==> src/rtl/icache.sv <==
// Direct-mapped, one-word-per-block instruction cache.
// Hits are answered combinationally in IDLE. A miss runs a single
// outstanding fill over the iREN/iwait handshake in FETCH.
module icache #(
  parameter int unsigned SETS = 16
) (
  input  logic        CLK,
  input  logic        nRST,
  input  logic        imemREN,
  input  logic [31:0] imemaddr,
  input  logic        iflush,
  output logic        ihit,
  output logic [31:0] imemload,
  output logic        iREN,
  output logic [31:0] iaddr,
  input  logic        iwait,
  input  logic [31:0] iload
);

  localparam int unsigned IDX_W = $clog2(SETS);
  localparam int unsigned TAG_W = 32 - IDX_W - 2;

  typedef enum logic {
    IDLE  = 1'b0,
    FETCH = 1'b1
  } state_e;

  state_e            state_q, state_d;
  logic [31:0]       maddr_q, maddr_d;
  logic [SETS-1:0]   valid_q;
  logic [TAG_W-1:0]  tag_q  [SETS];
  logic [31:0]       data_q [SETS];

  logic [IDX_W-1:0]  req_idx_c;
  logic [TAG_W-1:0]  req_tag_c;
  logic [IDX_W-1:0]  fill_idx_c;
  logic [TAG_W-1:0]  fill_tag_c;
  logic              lookup_hit_c;
  logic              fill_we_c;

  // Address split for the live fetch and for the latched miss address.
  assign req_idx_c  = imemaddr[IDX_W+1:2];
  assign req_tag_c  = imemaddr[31:IDX_W+2];
  assign fill_idx_c = maddr_q[IDX_W+1:2];
  assign fill_tag_c = maddr_q[31:IDX_W+2];

  // Tag compare against the indexed set.
  assign lookup_hit_c = imemREN & valid_q[req_idx_c] &
                        (tag_q[req_idx_c] == req_tag_c);

  // State and miss-address registers.
  always_ff @(posedge CLK or negedge nRST) begin
    if (!nRST) begin
      state_q <= IDLE;
      maddr_q <= '0;
    end else begin
      state_q <= state_d;
      maddr_q <= maddr_d;
    end
  end

  // Next-state and output logic; flush overrides everything.
  always_comb begin
    state_d   = state_q;
    maddr_d   = maddr_q;
    fill_we_c = 1'b0;
    ihit      = 1'b0;
    imemload  = '0;
    iREN      = 1'b0;
    iaddr     = '0;
    case (state_q)
      IDLE: begin
        if (!iflush) begin
          if (lookup_hit_c) begin
            ihit     = 1'b1;
            imemload = data_q[req_idx_c];
          end else if (imemREN) begin
            maddr_d = imemaddr & 32'hFFFF_FFFC;
            state_d = FETCH;
          end
        end
      end
      FETCH: begin
        iREN  = 1'b1;
        iaddr = maddr_q;
        if (!iwait) begin
          fill_we_c = !iflush;
          state_d   = IDLE;
        end
      end
      default: state_d = IDLE;
    endcase
    if (iflush) begin
      state_d = IDLE;
    end
  end

  // Cache storage: flush clears valid bits, a completing fill installs a block.
  always_ff @(posedge CLK or negedge nRST) begin
    if (!nRST) begin
      valid_q <= '0;
      for (int i = 0; i < int'(SETS); i++) begin
        tag_q[i]  <= '0;
        data_q[i] <= '0;
      end
    end else if (iflush) begin
      valid_q <= '0;
    end else if (fill_we_c) begin
      valid_q[fill_idx_c] <= 1'b1;
      tag_q[fill_idx_c]   <= fill_tag_c;
      data_q[fill_idx_c]  <= iload;
    end
  end

endmodule
==> config.mk <==
export PLATFORM = sky130hd
export DESIGN_NAME = icache
export DESIGN_NICKNAME = d
export VERILOG_FILES = /design/src/rtl/icache.sv
export SDC_FILE = /design/constraint.sdc
export NUM_CORES = 1
export LEC_CHECK = 0
export BUFFER_PORTS_ARGS = -buffer_cell sky130_fd_sc_hd__buf_2
export CELL_PAD_IN_SITES_DETAIL_PLACEMENT = 1
export CELL_PAD_IN_SITES_GLOBAL_PLACEMENT = 2
export CORE_ASPECT_RATIO = 0.75
export CORE_MARGIN = 8
export CORE_UTILIZATION = 45
export DETAILED_ROUTE_END_ITERATION = 7
export PLACE_DENSITY = 0.74
export SYNTH_ARGS = -nofsm -noshare
export SYNTH_HDL_FRONTEND = slang
export SYNTH_SLANG_ARGS = --single-unit
==> constraint.sdc <==
create_clock -name CLK -period 8.5 [get_ports CLK]
set_input_delay 0.85 -clock CLK [delete_from_list [all_inputs] [get_ports CLK]]
set_output_delay 0.85 -clock CLK [all_outputs]
set_load 0.1 [all_outputs]
==> qor.txt <==
Outcome: completed
Final setup TNS: 0 ns
Die X: 379 um
Largest family of logic cells by synthesized area: multiplexers
DR iter-0 viols: 1335
Clock root buffer: clkbuf_16
RD Place Congestion: 0.731
Post-synthesis compound-gate area fraction: 1.11%
Clock Latency Late Sink: 0.67 ns
Initial core utilization: 45.1%
CTS tree: done
Worst path cell trace: buf_8 > buf_4 > mux4_2 > mux2i_1 > o32ai_1 > a31oi_1 > nand4_1 > a2111oi_0 > nand4_1 > buf_4 > nor2b_1 > buf_2
FF+latch count, synth: 975
Vias in the first global route: 28400
Worst hold margin: 0.280 ns
Minimum clock period: 6.36 ns
Adder-cell share of the synthesized area: 0%
Max Slew Vio Count: 0
Fill cells: 9213
Cts hold-fix bufs: 0
Post-DR vias/cell: 5.88
Crit-path max cell delay: 0.71 ns
Detailed Place HPWL: 69000 um
Layout area overhead: 11.7%
Post-route ant nets: 0
DR WL/cell: 28.5 um
Drt pass-1 iters: 5
Buffers and inverters on the worst path: 4
Crit Path Max Fanout: 79
Placed Instances: 4030
Reg2reg start: tag_q[239]
Distinct cells, synth: 54
GRT overflow: 0
Biggest area consumer among synthesized cells: dfrtp_1
Synth top area share: 54.9%
Nets@finish: 2874
Non-filler instance count after layout: 4215
Hold Crit Class: in2async
Largest net degree at the start of global routing: 198
Final period util: 74.8%
Drt total wl: 120000 um
FF/Latch Area: 24400 um^2
Fmax: 157 MHz
Clock Sinks: 975
Fin area: 49700 um^2
Hold Vio Cnt, Final: 0
RR Endpoint: maddr_q[9]
FF-to-FF path depth: 7
First-pass GRT wire length: 186000 um
Critical path launch point type: input port
H-tree Lvls: 3
Mapped Cells: 2767
Post-CTS Resized: 0
Core area: 98600 um^2
Total GRT Usage: 22.4%
Max Cap Viol: 0
Placed cell area: 46300 um^2
Top cells by area, synth: dfrtp_1 (55%), mux2_2 (24%), mux4_2 (13%), clkbuf_1 (1.1%), mux2i_1 (1.0%)
Worst Skew: 0.0270 ns
Crit path kind: in2out
Syn_area_per_cell: 16.1 um^2
Layout cells sized above 1: 54.7%
Buffer levels on the longest clock path: 3
Power density cells: 250 nW/um^2
CP delay by family, top: buffers and inverters
Worst path slowest cell: buf_4
DIE AREA: 109000 um^2
Io pins: 135
Worst Setup SP: imemaddr[4]
Via count: 24800
Synth Flop Type: dfrtp_1
Area of the multi-input gates: 19100 um^2
# rows: 100
Post-Syn Area: 44500 um^2
Finish-stage setup viols: 0
Overall Power: 12.4 mW
DRC violations left: 0
Clk slew on worst S/H paths: 0.06 ns
Worst-margin pin slew: 1.29 ns
RSZ-0062 raised after global routing: false
Post-synth EDFFs: 0
Post-Synth Simple-Gate Area: 2.11%
Die Ht: 288 um
Pleak: 23.6 nW
R2R Setup Slk: 4.52 ns
Multiplexer area fraction after synthesis: 38.8%
Max IR drop VDD: 0.172 mV
CTS Buf Count: 99
Synth Warn #: 0
Initial antenna violation count: 8
Worst slew margin: 14.3%
Required @ worst endpoint: 7.65 ns
Asr flop ratio synth: 100%
Post-Synth XOR/XNOR Area: 0.630%
Port bufs: 130
Sequential area share after synthesis: 54.9%
Critical path capture point type: output pin
Post-CTS setup repair buffer count: 0
Worst EP arrival: 5.51 ns
[worst max-delay path by stage]
stage,end,slack (ns),cells past startpoint
finish,imemload[3],2.14,12
global placement,imemload[3],2.16,12
global route,imemload[3],1.78,12
CTS,imemload[3],2.19,12
floorplan,imemload[0],2.75,14
detailed placement,imemload[3],2.20,12
[kinds of logic after synthesis]
family	Yosys count
other	1
muxes	1269
DFF	975
xor gates and xnor gates	32
AOI/OAI and AO/OA	66
buffers and inverters	251
and+or+nand+nor	173
[layout make-up]
class                   count  area share, %
clock inverters            34          0.897
flip-flops and latches    975           49.1
repair buffers            175           2.19
clock buffers             143           5.83
well taps                1326           3.34
diodes                      8         0.0403
multi-input cells        1542           38.5
inverters                  12         0.0957
[registers in the layout (all words and copies together) (netlist names)]
register	count
valid_q	16
maddr_q	30
data_q	512
tag_q	416
state_q	1
[worst register-to-register path: cells and delay by family (launching register included)]
kind | cells | cell delay (ns)
flip-flops | 1 | 0.39
multiplexers | 3 | 1.42
AND/OR/NAND/NOR | 2 | 0.70
XOR/XNOR | 1 | 0.62
AO/OA/AOI/OAI | 1 | 0.73
[layout by cell type, fill, tap and decap left out, types with 6 or more instances in the layout]
cell | netlist | final
dfrtp_1 | 975 | 974
mux2_2 | 934 | 934
mux4_2 | 260 | 260
buf_2 | 22 | 126
clkbuf_16 | 0 | 102
mux2i_1 | 46 | 46
nor2b_1 | 40 | 40
buf_4 | 16 | 40
and2_1 | 35 | 35
mux2_4 | 29 | 29
nor2_1 | 32 | 26
clkbuf_1 | 136 | 22
xnor2_1 | 20 | 20
nand2_1 | 25 | 19
clkbuf_8 | 0 | 19
a21oi_1 | 18 | 18
clkinv_2 | 0 | 15
xor2_1 | 12 | 12
inv_1 | 12 | 11
nand2b_1 | 10 | 10
bufinv_16 | 0 | 9
diode_2 | 0 | 8
a221oi_1 | 7 | 7
nand4_1 | 7 | 7
nor2_4 | 0 | 6
nand2_4 | 0 | 6
[synthesized netlist by cell type, types with 2 or more instances]
cell type,count
o211a_1,2
a32o_1,2
buf_6,6
dfrtp_1,975
o22ai_1,5
buf_4,16
o221ai_1,2
nor4_1,4
a221oi_1,7
nand2b_1,10
and2_1,35
inv_1,12
xor2_1,12
o21ai_0,4
nor2b_1,40
xnor2_1,20
mux2_2,934
nand4_1,7
nand2_1,25
a21o_1,2
a21oi_1,18
o2111ai_1,2
clkbuf_1,136
a22o_1,5
mux2i_1,46
buf_1,59
nand4b_1,2
or3_1,3
mux2_4,29
nor2_1,32
mux4_2,260
buf_2,22
a211oi_1,5
nor3_1,4
nand3_1,5
[metrics by stage]
| step | util, % | setup slack, ns |
|---|---|---|
| after global placement | 47.0 | 2.16 |
| after detailed placement | 47.0 | 2.20 |
| after CTS | 50.4 | 2.19 |
| after floorplan | - | 2.75 |
| final | 50.4 | 2.14 |
| after global routing | 50.4 | 1.78 |
[where the power goes]
| part | leakage, nW | internal (mW) | switching (mW) |
|---|---|---|---|
| combinational | 8.75 | 1.13 | 0.811 |
| clock | 1.64 | 2.64 | 1.85 |
| sequential | 13.2 | 5.47 | 0.540 |
| total | 23.6 | 9.23 | 3.20 |
[layer usage]
| metal | global-route usage, % | part of all wire [%] |
|---|---|---|
| met5 | 0 | 0.011 |
| met4 | 6.65 | 2.9 |
| met3 | 4.29 | 4.6 |
| met2 | 35.5 | 48 |
| met1 | 31.4 | 45 |
Note: power is estimated with default switching activity, not from simulation.
